### src/rtl/univ_shift_pkg.sv
// univ_shift_pkg: shared types and helpers for the universal shift register.
//   op_e        - operation select encoding (OP_HOLD .. OP_SCLR)
//   state_e     - burst engine states (ST_IDLE, ST_RUN)
//   is_shift_op - true for ops that may be repeated by the burst engine
// Optional feature macro: UNIV_SHIFT_ROTATE_EN (rotates become shift-class).
package univ_shift_pkg;

  typedef enum logic [2:0] {
    OP_HOLD = 3'b000,
    OP_SHR  = 3'b001,
    OP_SHL  = 3'b010,
    OP_LOAD = 3'b011,
    OP_ROR  = 3'b100,
    OP_ROL  = 3'b101,
    OP_ASR  = 3'b110,
    OP_SCLR = 3'b111
  } op_e;

  typedef enum logic {
    ST_IDLE = 1'b0,
    ST_RUN  = 1'b1
  } state_e;

  // Ops that a start request turns into a counted burst.
  function automatic logic is_shift_op(op_e op);
    logic res;
    res = 1'b0;
    case (op)
      OP_SHR, OP_SHL, OP_ASR: res = 1'b1;
`ifdef UNIV_SHIFT_ROTATE_EN
      OP_ROR, OP_ROL:         res = 1'b1;
`endif
      default:                res = 1'b0;
    endcase
    return res;
  endfunction

endpackage

### src/rtl/univ_shift_reg_if.sv
// univ_shift_reg_if: control/data bundle of the universal shift register.
//   op[2:0], SR, SL, D[WIDTH-1:0], start, amt[CNT_W-1:0] : requester -> shifter
//   Q[WIDTH-1:0], busy, done                              : shifter -> requester
// master: the requester side; slave: the shift register.
interface univ_shift_reg_if #(
  parameter  int unsigned WIDTH = 8,
  localparam int unsigned CNT_W = $clog2(WIDTH + 1)
);

  logic [2:0]       op;
  logic             SR;
  logic             SL;
  logic [WIDTH-1:0] D;
  logic             start;
  logic [CNT_W-1:0] amt;
  logic [WIDTH-1:0] Q;
  logic             busy;
  logic             done;

  modport master (
    output op, SR, SL, D, start, amt,
    input  Q, busy, done
  );

  modport slave (
    input  op, SR, SL, D, start, amt,
    output Q, busy, done
  );

endinterface

### src/rtl/univ_shift_step.sv
// univ_shift_step: combinational one-step next-value function for the register.
//   op_i     - operation to apply
//   q_i      - current register value
//   sr_i     - serial input entering at the MSB on right shifts
//   sl_i     - serial input entering at the LSB on left shifts
//   d_i      - parallel load data
//   q_next_c - register value after one step
// With UNIV_SHIFT_ROTATE_EN undefined the rotate encodings fall through to hold.
module univ_shift_step
  import univ_shift_pkg::*;
#(
  parameter int unsigned WIDTH = 8
) (
  input  op_e              op_i,
  input  logic [WIDTH-1:0] q_i,
  input  logic             sr_i,
  input  logic             sl_i,
  input  logic [WIDTH-1:0] d_i,
  output logic [WIDTH-1:0] q_next_c
);

  // One-bit-position step selected by op_i.
  always_comb begin
    q_next_c = q_i;
    case (op_i)
      OP_SHR:  q_next_c = {sr_i, q_i[WIDTH-1:1]};
      OP_SHL:  q_next_c = {q_i[WIDTH-2:0], sl_i};
      OP_LOAD: q_next_c = d_i;
`ifdef UNIV_SHIFT_ROTATE_EN
      OP_ROR:  q_next_c = {q_i[0], q_i[WIDTH-1:1]};
      OP_ROL:  q_next_c = {q_i[WIDTH-2:0], q_i[WIDTH-1]};
`endif
      OP_ASR:  q_next_c = {q_i[WIDTH-1], q_i[WIDTH-1:1]};
      OP_SCLR: q_next_c = '0;
      default: q_next_c = q_i;
    endcase
  end

endmodule

### src/rtl/univ_shift_reg.sv
// univ_shift_reg: parametrised universal shift register with a counted
// multi-step shift engine (busy/done handshake).
//   clk  - rising-edge clock
//   clr  - asynchronous active-low reset
//   bus  - univ_shift_reg_if.slave: op, SR, SL, D, start, amt in; Q, busy, done out
// Optional feature macro: UNIV_SHIFT_ROTATE_EN enables ROR/ROL; when undefined
// those encodings hold Q and cannot start a burst.
module univ_shift_reg
  import univ_shift_pkg::*;
#(
  parameter  int unsigned WIDTH = 8,
  localparam int unsigned CNT_W = $clog2(WIDTH + 1)
) (
  input  logic              clk,
  input  logic              clr,
  univ_shift_reg_if.slave   bus
);

  state_e           state_q, state_d;
  logic [CNT_W-1:0] cnt_q,   cnt_d;
  op_e              op_q,    op_d;
  logic [WIDTH-1:0] q_q,     q_d;
  logic             busy_q,  busy_d;
  logic             done_q,  done_d;

  op_e              op_in_c;
  op_e              step_op_c;
  logic [WIDTH-1:0] step_q_c;

  assign op_in_c = op_e'(bus.op);

  // A running burst replays the latched op; otherwise the live op is applied.
  assign step_op_c = (state_q == ST_RUN) ? op_q : op_in_c;

  univ_shift_step #(
    .WIDTH (WIDTH)
  ) u_step (
    .op_i     (step_op_c),
    .q_i      (q_q),
    .sr_i     (bus.SR),
    .sl_i     (bus.SL),
    .d_i      (bus.D),
    .q_next_c (step_q_c)
  );

  // State and datapath registers.
  always_ff @(posedge clk or negedge clr) begin
    if (!clr) begin
      state_q <= ST_IDLE;
      cnt_q   <= '0;
      op_q    <= OP_HOLD;
      q_q     <= '0;
      busy_q  <= 1'b0;
      done_q  <= 1'b0;
    end else begin
      state_q <= state_d;
      cnt_q   <= cnt_d;
      op_q    <= op_d;
      q_q     <= q_d;
      busy_q  <= busy_d;
      done_q  <= done_d;
    end
  end

  // Next-state, counter and registered-output logic.
  always_comb begin
    state_d = state_q;
    cnt_d   = cnt_q;
    op_d    = op_q;
    q_d     = q_q;
    busy_d  = 1'b0;
    done_d  = 1'b0;
    case (state_q)
      ST_IDLE: begin
        if (bus.start && is_shift_op(op_in_c)) begin
          // Burst request: Q is left alone on the accepting edge.
          if (bus.amt != '0) begin
            state_d = ST_RUN;
            op_d    = op_in_c;
            cnt_d   = bus.amt;
            busy_d  = 1'b1;
          end else begin
            done_d  = 1'b1;
          end
        end else begin
          q_d = step_q_c;
        end
      end
      ST_RUN: begin
        q_d   = step_q_c;
        cnt_d = cnt_q - CNT_W'(1);
        if (cnt_q == CNT_W'(1)) begin
          state_d = ST_IDLE;
          done_d  = 1'b1;
        end else begin
          busy_d  = 1'b1;
        end
      end
      default: begin
        state_d = ST_IDLE;
      end
    endcase
  end

  assign bus.Q    = q_q;
  assign bus.busy = busy_q;
  assign bus.done = done_q;

endmodule

### src/flat_wrapper.sv
// flat-port wrapper written by rule: the top's interface ports become plain ports
module univ_shift_reg_flat import univ_shift_pkg::*;
#(
  parameter  int unsigned WIDTH = 8,
  localparam int unsigned CNT_W = $clog2(WIDTH + 1)
)
  (clk, clr, bus_op, bus_SR, bus_SL, bus_D, bus_start, bus_amt, bus_Q, bus_busy, bus_done);
  univ_shift_reg_if #(.WIDTH(WIDTH)) bus_i ();
  input  logic clk;
  input  logic clr;
  input wire logic [$bits(bus_i.op)-1:0] bus_op;
  input wire logic [$bits(bus_i.SR)-1:0] bus_SR;
  input wire logic [$bits(bus_i.SL)-1:0] bus_SL;
  input wire logic [$bits(bus_i.D)-1:0] bus_D;
  input wire logic [$bits(bus_i.start)-1:0] bus_start;
  input wire logic [$bits(bus_i.amt)-1:0] bus_amt;
  output wire logic [$bits(bus_i.Q)-1:0] bus_Q;
  output wire logic [$bits(bus_i.busy)-1:0] bus_busy;
  output wire logic [$bits(bus_i.done)-1:0] bus_done;
  assign bus_i.op = bus_op;
  assign bus_i.SR = bus_SR;
  assign bus_i.SL = bus_SL;
  assign bus_i.D = bus_D;
  assign bus_i.start = bus_start;
  assign bus_i.amt = bus_amt;
  assign bus_Q = bus_i.Q;
  assign bus_busy = bus_i.busy;
  assign bus_done = bus_i.done;
  univ_shift_reg #(.WIDTH(WIDTH)) u_core (.clk(clk), .clr(clr), .bus(bus_i));
endmodule
### config.mk
export PLATFORM = sky130hd
export DESIGN_NAME = univ_shift_reg_flat
export DESIGN_NICKNAME = d
export VERILOG_FILES = /design/src/rtl/univ_shift_pkg.sv /design/src/rtl/univ_shift_reg_if.sv /design/src/rtl/univ_shift_step.sv /design/src/rtl/univ_shift_reg.sv /design/src/flat_wrapper.sv
export SDC_FILE = /design/constraint.sdc
export NUM_CORES = 1
export LEC_CHECK = 0
export CAP_MARGIN = 20
export CORE_UTILIZATION = 25
export DETAILED_ROUTE_END_ITERATION = 8
export DONT_BUFFER_PORTS = 1
export PLACE_DENSITY_LB_ADDON = 0.08
export REMOVE_ABC_BUFFERS = 1
export SETUP_SLACK_MARGIN = 0.05
export SLEW_MARGIN = 20
export SYNTH_ARGS = -nofsm -noshare
export SYNTH_HDL_FRONTEND = slang
export SYNTH_SLANG_ARGS = --single-unit
### constraint.sdc
create_clock -name clk -period 5.1 [get_ports clk]
set_clock_uncertainty 0.2 [all_clocks]
set_input_delay 1.02 -clock clk [delete_from_list [all_inputs] [get_ports clk]]
set_output_delay 1.02 -clock clk [all_outputs]
set_load 0.05 [all_outputs]
==> flow_summary.ini, run 1 <==
[critical_path]
cp.arrival_ps = 2590
rr_worst_depth = 4
crit_family = flip-flops
path_class = flip-flop to flip-flop
worstReg2RegEnd = u_core.bus.Q[7]
crit_path_start = u_core.bus.busy
path_cells = mux2_4, or3_1, nand3_1, mux2_2
start_kind = flip-flop
r2r-start = u_core.bus.busy
crit_slowest_cell = dfrtp_1
cp_data_required_time_ps = 5040
crit_path_end_kind = flip-flop
reg2reg_setup_slack_ps = 2450
path_buf_inv = 0
cp_num_cells = 4
timing.critical_path.to = u_core.bus.Q[7]
critPathMaxStageDelay_ps = 960
cp_max_fo = 17

[cells_and_area]
diodes = 0
layout.nets = 136
drive_above_1_share_pct = 12.4
area_delta_synth_final_pct = 7.37
finalNonFillerCells = 163

[drt]
wire_per_inst_um = 16.2
viasPerCell = 5.13
ant_nets = 0
drt_iter0_drc = 23
drcViolationCount = 0
vias = 837
first_pass_iters = 2
routed_wl_um = 2640

[clocking]
root_buffer = clkbuf_8
clk_pin_slew_worst_paths_ps = 70
clock_sinks = 17
clk_latency_ps = 250
cts_resized = 0
cts_tree = yes
post-cts-setup-buffer-count = 0
numCtsBuffers = 3
ctsHoldBuffers = 0
cts_max_path_buffers = 2
ctsHtreeMaxLevel = 1

[synthesis]
synthFlopType = dfrtp_1
yosysSeqAreaShare_pct = 40.4
ys_types = 36
synth-seq-cells = 17
synth_largest_area_cell = dfrtp_1
yosys-top-cells-count = o21ai_0, dfrtp_1, nand2_1
synth_top_area_share_pct = 40.4
yosysMostFrequentCell = o21ai_0
synth_edf_count = 0
syn_area_per_cell_um2 = 9.31
synthArstFlopShare_pct = 100
syn_area_mm2 = 0.00105
syn-instance-count = 113
yosysWarnings = 0
synth_area_leaders = dfrtp_1, o21ai_0, a31oi_1

[timing]
tightest_slew_ps = 934
setup_tns_ps = 0
layout_setup_ws_ps = 2450
fin_crit_sh_pct = 51.9
drv_slew = 0
relSlewSlack_pct = 37.7
setup_violations = 0
grt_setup_unrepaired = false
fmaxAchievable_ghz = 0.378
hold_viol = 0
min_period_ps = 2650

[power_and_ir_drop]
power.density_mw_per_mm2 = 749
leakage_nw = 0.449
ir_drop_mv = 0.208

[global_routing]
grt_overflow_total = 0
antenna_found_initial = 0
grt_pass1_vias = 836
grt_pass1_wl_um = 4310
grt_use_total_pct = 13.5
grt_max_degree = 18

[floorplanning]
die_w_um = 66.9
core_mm2 = 0.00403
num_io_pins = 30
die_area_mm2 = 0.00447
row_count = 23
initial_core_util_pct = 26.1
fp.dieH_um = 66.9

[place]
dp_slack_ps = 2460
gp_congestion = 0.716
portBuffers = 0
dp_cells = 159
place_hpwl_um = 1950

[min_path]
hold_class = input pin to async pin

[run_status]
outcome = completed

[flow_run]
cap_violations = 0
[sequential cells by signal (all words and copies together), names as in the netlist]
signal and flops:
u_core.bus.done 1, u_core.cnt_q 4, u_core.bus.Q 8, u_core.bus.busy 1, u_core.op_q 3
[routing by layer]
| metal | vias to the layer above | part of all wire [%] | GRT usage [%] |
|---|---|---|---|
| li1 | 425 | - | - |
| met1 | 391 | 47 | 17.0 |
| met2 | 19 | 45 | 20.2 |
| met4 | 0 | 0.95 | 4.79 |
| met5 | - | 0 | 0 |
| met3 | 2 | 7.8 | 5.99 |
[per-stage QoR]
step	utilization, %	power (mW)	hold slack, ps	instance area (µm²)
4_1_cts	28.0	0.855	243	1130
6_report	28.0	0.846	251	1130
5_1_grt	28.0	0.912	234	1130
2_1_floorplan	-	0.662	271	1020
3_3_place_gp	26.9	0.751	311	1080
3_5_place_dp	26.9	0.747	300	1080
[power by group]
part,leakage [nW],switching (mW),internal (mW)
Clock,0.0228,0.0498,0.0555
Sequential,0.198,0.212,0.201
Combinational,0.229,0.170,0.157
[logic make-up (layout without fill, tap and decap cells)]
kind of cell | Yosys count | after routing | synth area share [%]
flip-flops | 17 | 17 | 40.4
multiplexers | 5 | 5 | 5.59
AND/OR/NAND/NOR | 33 | 33 | 18.3
adder cells (fa/ha/maj) | 2 | 2 | 2.38
buffers and inverters | 6 | 6 | 3.57
XOR/XNOR | 2 | 2 | 1.66
AO/OA/AOI/OAI | 48 | 48 | 28.1
[worst min path at each step]
stage                               from              end
after floorplan           u_core.op_q[1]   u_core.op_q[1]
after global placement    u_core.op_q[1]   u_core.op_q[1]
after detailed placement  u_core.op_q[1]   u_core.op_q[1]
after CTS                            clr  u_core.bus.Q[1]
after global routing                 clr  u_core.bus.Q[1]
final                                clr  u_core.bus.Q[1]
[area by class of cell]
class                   instances  area, µm²
multi-input cells              90        589
well taps                      50       62.6
fillers                       447       2900
inverters                       2       7.51
flip-flops and latches         17        425
clock buffers                   4       45.0
[cells in the final DEF (no fill, tap or decap), drive strengths merged, types with 2 or more instances in the layout]
cell type  instances
nand2             10
a21oi              8
nor2b              2
nor2               3
nor3               2
mux2               4
dfrtp             17
o21ai             19
xor2               2
clkbuf             4
nor3b              3
inv                2
a21o               7
and2               3
ha                 2
nand3              2
a31oi              9
Power figures use the tool's default switching activity.
==> run 2: changes to the inputs <==
Settings changed: ABC_AREA from default to 1.
Clock period 5.1 ns to 2.2 ns, I/O delays scaled along.
==> run 2 against run 1 <==
Global-route usage shrank 1.5 points. Via count grew 13%. Area after synthesis grew 9.2%. Final area grew 9.9%. Non-clock buffer count grew 3. Die area grew 8.9%. First-iteration DRC count grew 61%.
==> flow_summary.ini, run 2 <==
[floorplanning]
die_area_mm2 = 0.00487
row_count = 24
die_w_um = 69.8
fp.dieH_um = 69.8
num_io_pins = 30
core_mm2 = 0.00438
initial_core_util_pct = 26.2

[cells_and_area]
final_cell_mix = nand2_1, nor2_1, nand3_1
largest_reg_flops = 8
diodes = 0
nFillCells = 501
final_common_cell = nand2_1
finalNonFillerCells = 212
seq_area_um2 = 427
area_delta_synth_final_pct = 8.06
multi_input_area_um2 = 629
finish.instance_area_mm2 = 0.00124
layout.nets = 183
drive_above_1_share_pct = 19.4

[clocking]
root_buffer = clkbuf_8
numCtsBuffers = 3
ctsHtreeMaxLevel = 1
clk_pin_slew_worst_paths_ps = 80
clk_latency_ps = 260
cts_max_path_buffers = 2
post-cts-setup-buffer-count = 0
cts_tree = yes
clock_sinks = 17

[drt]
drt_iter0_drc = 37
first_pass_iters = 4
viasPerCell = 4.47
routed_wl_um = 2640
ant_nets = 0
wire_per_inst_um = 12.4
drcViolationCount = 0
vias = 948

[run_status]
outcome = completed

[min_path]
hold_class = input pin to flip-flop
min_from = bus_amt[3]

[synthesis]
yosys-top-cells-count = nand2_1, nor2_1, nand3_1
synth_edf_count = 0
syn-instance-count = 157
synthFlopType = dfrtp_1
syn_area_per_cell_um2 = 7.32
synth_area_leaders = dfrtp_1, nand2_1, nand3_1
ys_types = 20
synth_largest_area_cell = dfrtp_1
yosysSeqAreaShare_pct = 37.0
synthArstFlopShare_pct = 100
yosysMostFrequentCell = nand2_1
syn_area_mm2 = 0.00115
synth_top_area_share_pct = 37.0
yosysWarnings = 0
synth-seq-cells = 17

[global_routing]
grt_max_degree = 18
grt_use_total_pct = 12.1
grt_overflow_total = 0
grt_pass1_vias = 1059
antenna_found_initial = 0
grt_pass1_wl_um = 4730

[timing]
fin_crit_sh_pct = 83.9
hold_viol = 0
tightest_slew_ps = 845
layout_setup_ws_ps = 355
fmaxAchievable_ghz = 0.542
setup_tns_ps = 0
min_period_ps = 1850
relSlewSlack_pct = 43.5
drv_slew = 0
setup_violations = 0
grt_setup_unrepaired = false

[critical_path]
crit_path_start = u_core.bus.busy
cp_max_fo = 14
cp_data_required_time_ps = 2150
crit_path_end_kind = flip-flop
path_class = flip-flop to flip-flop
r2r-start = u_core.bus.busy
start_kind = flip-flop
cp.arrival_ps = 1800

[flow_run]
cap_violations = 0

[power_and_ir_drop]
leakage_nw = 0.629
total_power_mw = 2.31
ir_drop_mv = 0.426
swShare_pct = 56.3
p_seq_share_pct = 40.1
p_comb_share_pct = 49.3
p_switching_mw = 1.30
power.share.clock_pct = 10.6
power.density_mw_per_mm2 = 1860
p_int_mw = 1.01

[place]
placed_cell_area_mm2 = 0.00118
dp_slack_ps = 175
place_hpwl_um = 2000
gp_congestion = 0.771
dp_cells = 207
portBuffers = 0
## run 2: changes by cell type after synthesis, moves of 7 or more
cell | before | now
a31oi_1 | 9 | 0
nand3_1 | 2 | 22
a21o_1 | 7 | 0
nand2_1 | 10 | 35
inv_1 | 2 | 11
nand2_2 | 0 | 10
nor2_1 | 3 | 29
o21ai_0 | 18 | 5
## run 2: per-stage QoR
| stage | hold WS [ps] | util, % |
|---|---|---|
| after floorplan | -55.6 | - |
| after global placement | -55.1 | 27.0 |
| after detailed placement | -54.9 | 27.0 |
| after CTS | 118 | 28.3 |
| after global routing | 116 | 28.3 |
| final | 123 | 28.3 |
## run 2: routing by layer
metal / share of wire, % / global-route usage, % / vias up
met5: 0 / 0 / -
met4: 0.23 / 3.78 / 0
met3: 7.1 / 4.07 / 2
met2: 47 / 20.9 / 26
met1: 45 / 13.9 / 420
li1: - / - / 500
## run 2: cell type report
cell class	instances	share of cell area, %
tap	52	5.24
clock buffer	3	3.33
multi-input combinational	123	50.7
clock inverter	1	0.403
timing repair buffer	3	2.02
sequential	17	34.4
inverter	13	3.93
## run 2: power by group through the flow
stage	sequential [mW]	combinational (mW)	clock [mW]
global placement	0.935	1.15	0
finish	0.928	1.14	0.245
global route	0.958	1.34	0.280
floorplan	0.911	0.918	0
CTS	0.931	1.16	0.262
detailed placement	0.936	1.15	0
## run 2: path summary, 6_finish.rpt
| kind | end | slack, ps | cells after the start |
|---|---|---|---|
| max in group asynchronous | u_core.bus.busy | 690 | 1 |
| worst min-delay path | u_core.cnt_q[3] | 120 | 2 |
| worst max-delay path | u_core.bus.Q[2] | 350 | 9 |
| worst max register to register | u_core.bus.Q[2] | 350 | 9 |
| min in group asynchronous | u_core.bus.Q[0] | 530 | 1 |
| worst min register to register | u_core.op_q[0] | 290 | 1 |
## run 2: kinds of logic (layout without fill, tap and decap cells)
kind of cell | Yosys count | in the layout | synth area share (%)
AND/OR/NAND/NOR | 109 | 109 | 46.4
flip-flops | 17 | 17 | 37.0
adder cells (fa/ha/maj) | 2 | 2 | 2.18
AO/OA/AOI/OAI | 11 | 11 | 5.45
XOR/XNOR | 1 | 1 | 0.763
buffers and inverters | 17 | 20 | 8.17
## run 2: repair_timing
item,CTS,global route
hold buffers,1,0
endpoints found under the setup margin,0,7
gates resized for setup,0,1
hold endpoints to repair,17,0
## run 2: worst max-delay path: stages (launching register included)
cell and delay, ps:
dfrtp_2 540, inv_2 130, nand2_2 100, nand2_4 70
nand2_2 80, nand2_2 60, nor2_4 310, nand2_1 90
nor2_1 110, nor2_1 50
==> run 3: changes to the inputs <==
Settings changed: ABC_AREA 1 to 0.
Clock period 2.2 ns to 1.7 ns, I/O delays scaled along.
==> run 3 against run 2 <==
The flow now finishes with violations (setup timing). Core utilization increased by 8.2 points. Total power increased by 38%. Via count increased by 4.1%. Global-route usage increased by 3.7 points. Non-clock buffer count increased by 31. Hold slack got worse by 87 ps. First-iteration DRC count increased by 46%. Die area decreased by 8.2%. Routed wire length increased by 19%.
==> flow_summary.ini, run 3 (synthesized netlist as in run 1, its figures left out) <==
[min_path]
hold_class = input pin to flip-flop
hold_end = u_core.op_q[0]
min_from = bus_op[0]
hold_depth = 1

[clocking]
clk_latency_ps = 260
ctsHtreeMaxLevel = 1
clock_sinks = 17
clk_pin_slew_worst_paths_ps = 70
root_buffer = clkbuf_8
cts_max_path_buffers = 2
cts_tree = yes
numCtsBuffers = 3

[power_and_ir_drop]
power.share.clock_pct = 10.0
swShare_pct = 46.7
ir_drop_mv = 0.710
p_comb_share_pct = 64.2
power.density_mw_per_mm2 = 2170
p_switching_mw = 1.49
leakage_nw = 0.638
p_int_mw = 1.70
p_seq_share_pct = 25.8
total_power_mw = 3.19

[cells_and_area]
final_common_cell = buf_4
layout.nets = 170
area_delta_synth_final_pct = 39.7
largest_reg_flops = 8
post-route-util_pct = 36.5
drive_above_1_share_pct = 40.8
diodes = 0
finish.instance_area_mm2 = 0.00147
final_cell_mix = buf_4, dfrtp_1, o21ai_0

[critical_path]
cp_data_required_time_ps = 1640
reg2reg_setup_slack_ps = -130
cp.arrival_ps = 1770
r2r-start = u_core.bus.busy
cp_max_fo = 4
path_class = flip-flop to flip-flop
rr_worst_depth = 5
crit_path_end_kind = flip-flop
start_kind = flip-flop
worstReg2RegEnd = u_core.bus.Q[7]

[drt]
wire_per_inst_um = 15.9
ant_nets = 0
first_pass_iters = 4
viasPerCell = 5.01
drt_iter0_drc = 54
routed_wl_um = 3130
vias = 987
drcViolationCount = 0

[global_routing]
grt_use_total_pct = 15.8
grt_pass1_wl_um = 5210
grt_pass1_vias = 1056
antenna_found_initial = 0
grt_overflow_total = 0
grt_max_degree = 18

[floorplanning]
die_area_mm2 = 0.00447
row_count = 23
num_io_pins = 30
fp.dieH_um = 66.9
die_w_um = 66.9
core_mm2 = 0.00403
initial_core_util_pct = 26.1

[place]
dp_slack_ps = -204
place_hpwl_um = 2150
gp_congestion = 0.718
placed_cell_area_mm2 = 0.00130
portBuffers = 0

[timing]
layout_setup_ws_ps = -131
drv_slew = 0
min_period_ps = 1830
tightest_slew_ps = 831
fin_crit_sh_pct = 108
fmaxAchievable_ghz = 0.546
hold_viol = 0
setup_violations = 8
relSlewSlack_pct = 44.4
grt_setup_unrepaired = true
hold_ws_ps = 36.2

[flow_run]
cap_violations = 0

[run_status]
violations = setup timing
outcome = finished, violations left
==> run 3: changes by cell type in the layout (fill, tap and decap cells not counted), moves of 6 or more <==
cell,change
a31oi_1,+8
nor2_1,-26
nand2_2,-10
nand2_1,-25
nand3_1,-21
a21o_1,+7
o21ai_0,+11
buf_4,+27
inv_1,-10
nand2_4,-6
==> run 3: per-layer routing <==
layer / wire length, µm / global-route usage, % / vias to the layer above
met5: 0 / 0 / -
met2: 1500 / 25.6 / 17
met3: 131 / 4.79 / 2
li1: - / - / 489
met1: 1480 / 20.2 / 479
met4: 27 / 3.99 / 0
==> run 3: how the worst max path moves through the flow <==
stage                            to  cells after the start            start  slack, ps
finish              u_core.bus.Q[7]                      5  u_core.bus.busy       -130
global route        u_core.bus.Q[7]                      7  u_core.bus.busy       -180
CTS                 u_core.bus.Q[7]                      4  u_core.bus.busy       -130
detailed placement  u_core.bus.Q[7]                      5  u_core.bus.busy       -200
global placement    u_core.bus.Q[7]                      5  u_core.bus.busy       -190
floorplan           u_core.bus.Q[7]                      4  u_core.bus.busy       -760
==> run 3: layout make-up <==
cell class / count / area [µm²]
clock inverter: 1 / 5.00
sequential: 17 / 425
fill: 439 / 2560
timing repair buffer: 34 / 272
inverter: 2 / 7.51
multi-input combinational: 90 / 657
clock buffer: 3 / 41.3
tap: 50 / 62.6
==> run 3: power by group through the flow <==
stage	logic, mW	clock network, mW	registers (mW)
floorplan	0.809	0	1.18
global placement	1.83	0	0.823
detailed placement	1.84	0	0.821
CTS	1.96	0.336	0.821
global route	2.23	0.346	0.856
finish	2.05	0.318	0.825
==> run 3: stage by stage <==
stage / TNS [ps] / instances
2_1_floorplan: -5600 / 109
3_3_place_gp: -1450 / 188
3_5_place_dp: -1540 / 188
4_1_cts: -726 / 196
5_1_grt: -1240 / 197
6_report: -777 / 197
==> run 3: what timing repair did <==
action                                  4_1_cts  5_1_grt
pin swaps                                     4        3
hold buffers                                  2        0
hold endpoints to repair                     18        0
endpoints found under the setup margin        9       11
resized for setup                            11       11
buffers inserted                              2        1
==> run 3: critical path: stages (launching register included) <==
cell and delay, ps:
dfrtp_1 420, buf_6 140, and3b_1 170, or3_4 410
nand3_2 90, mux2_4 290
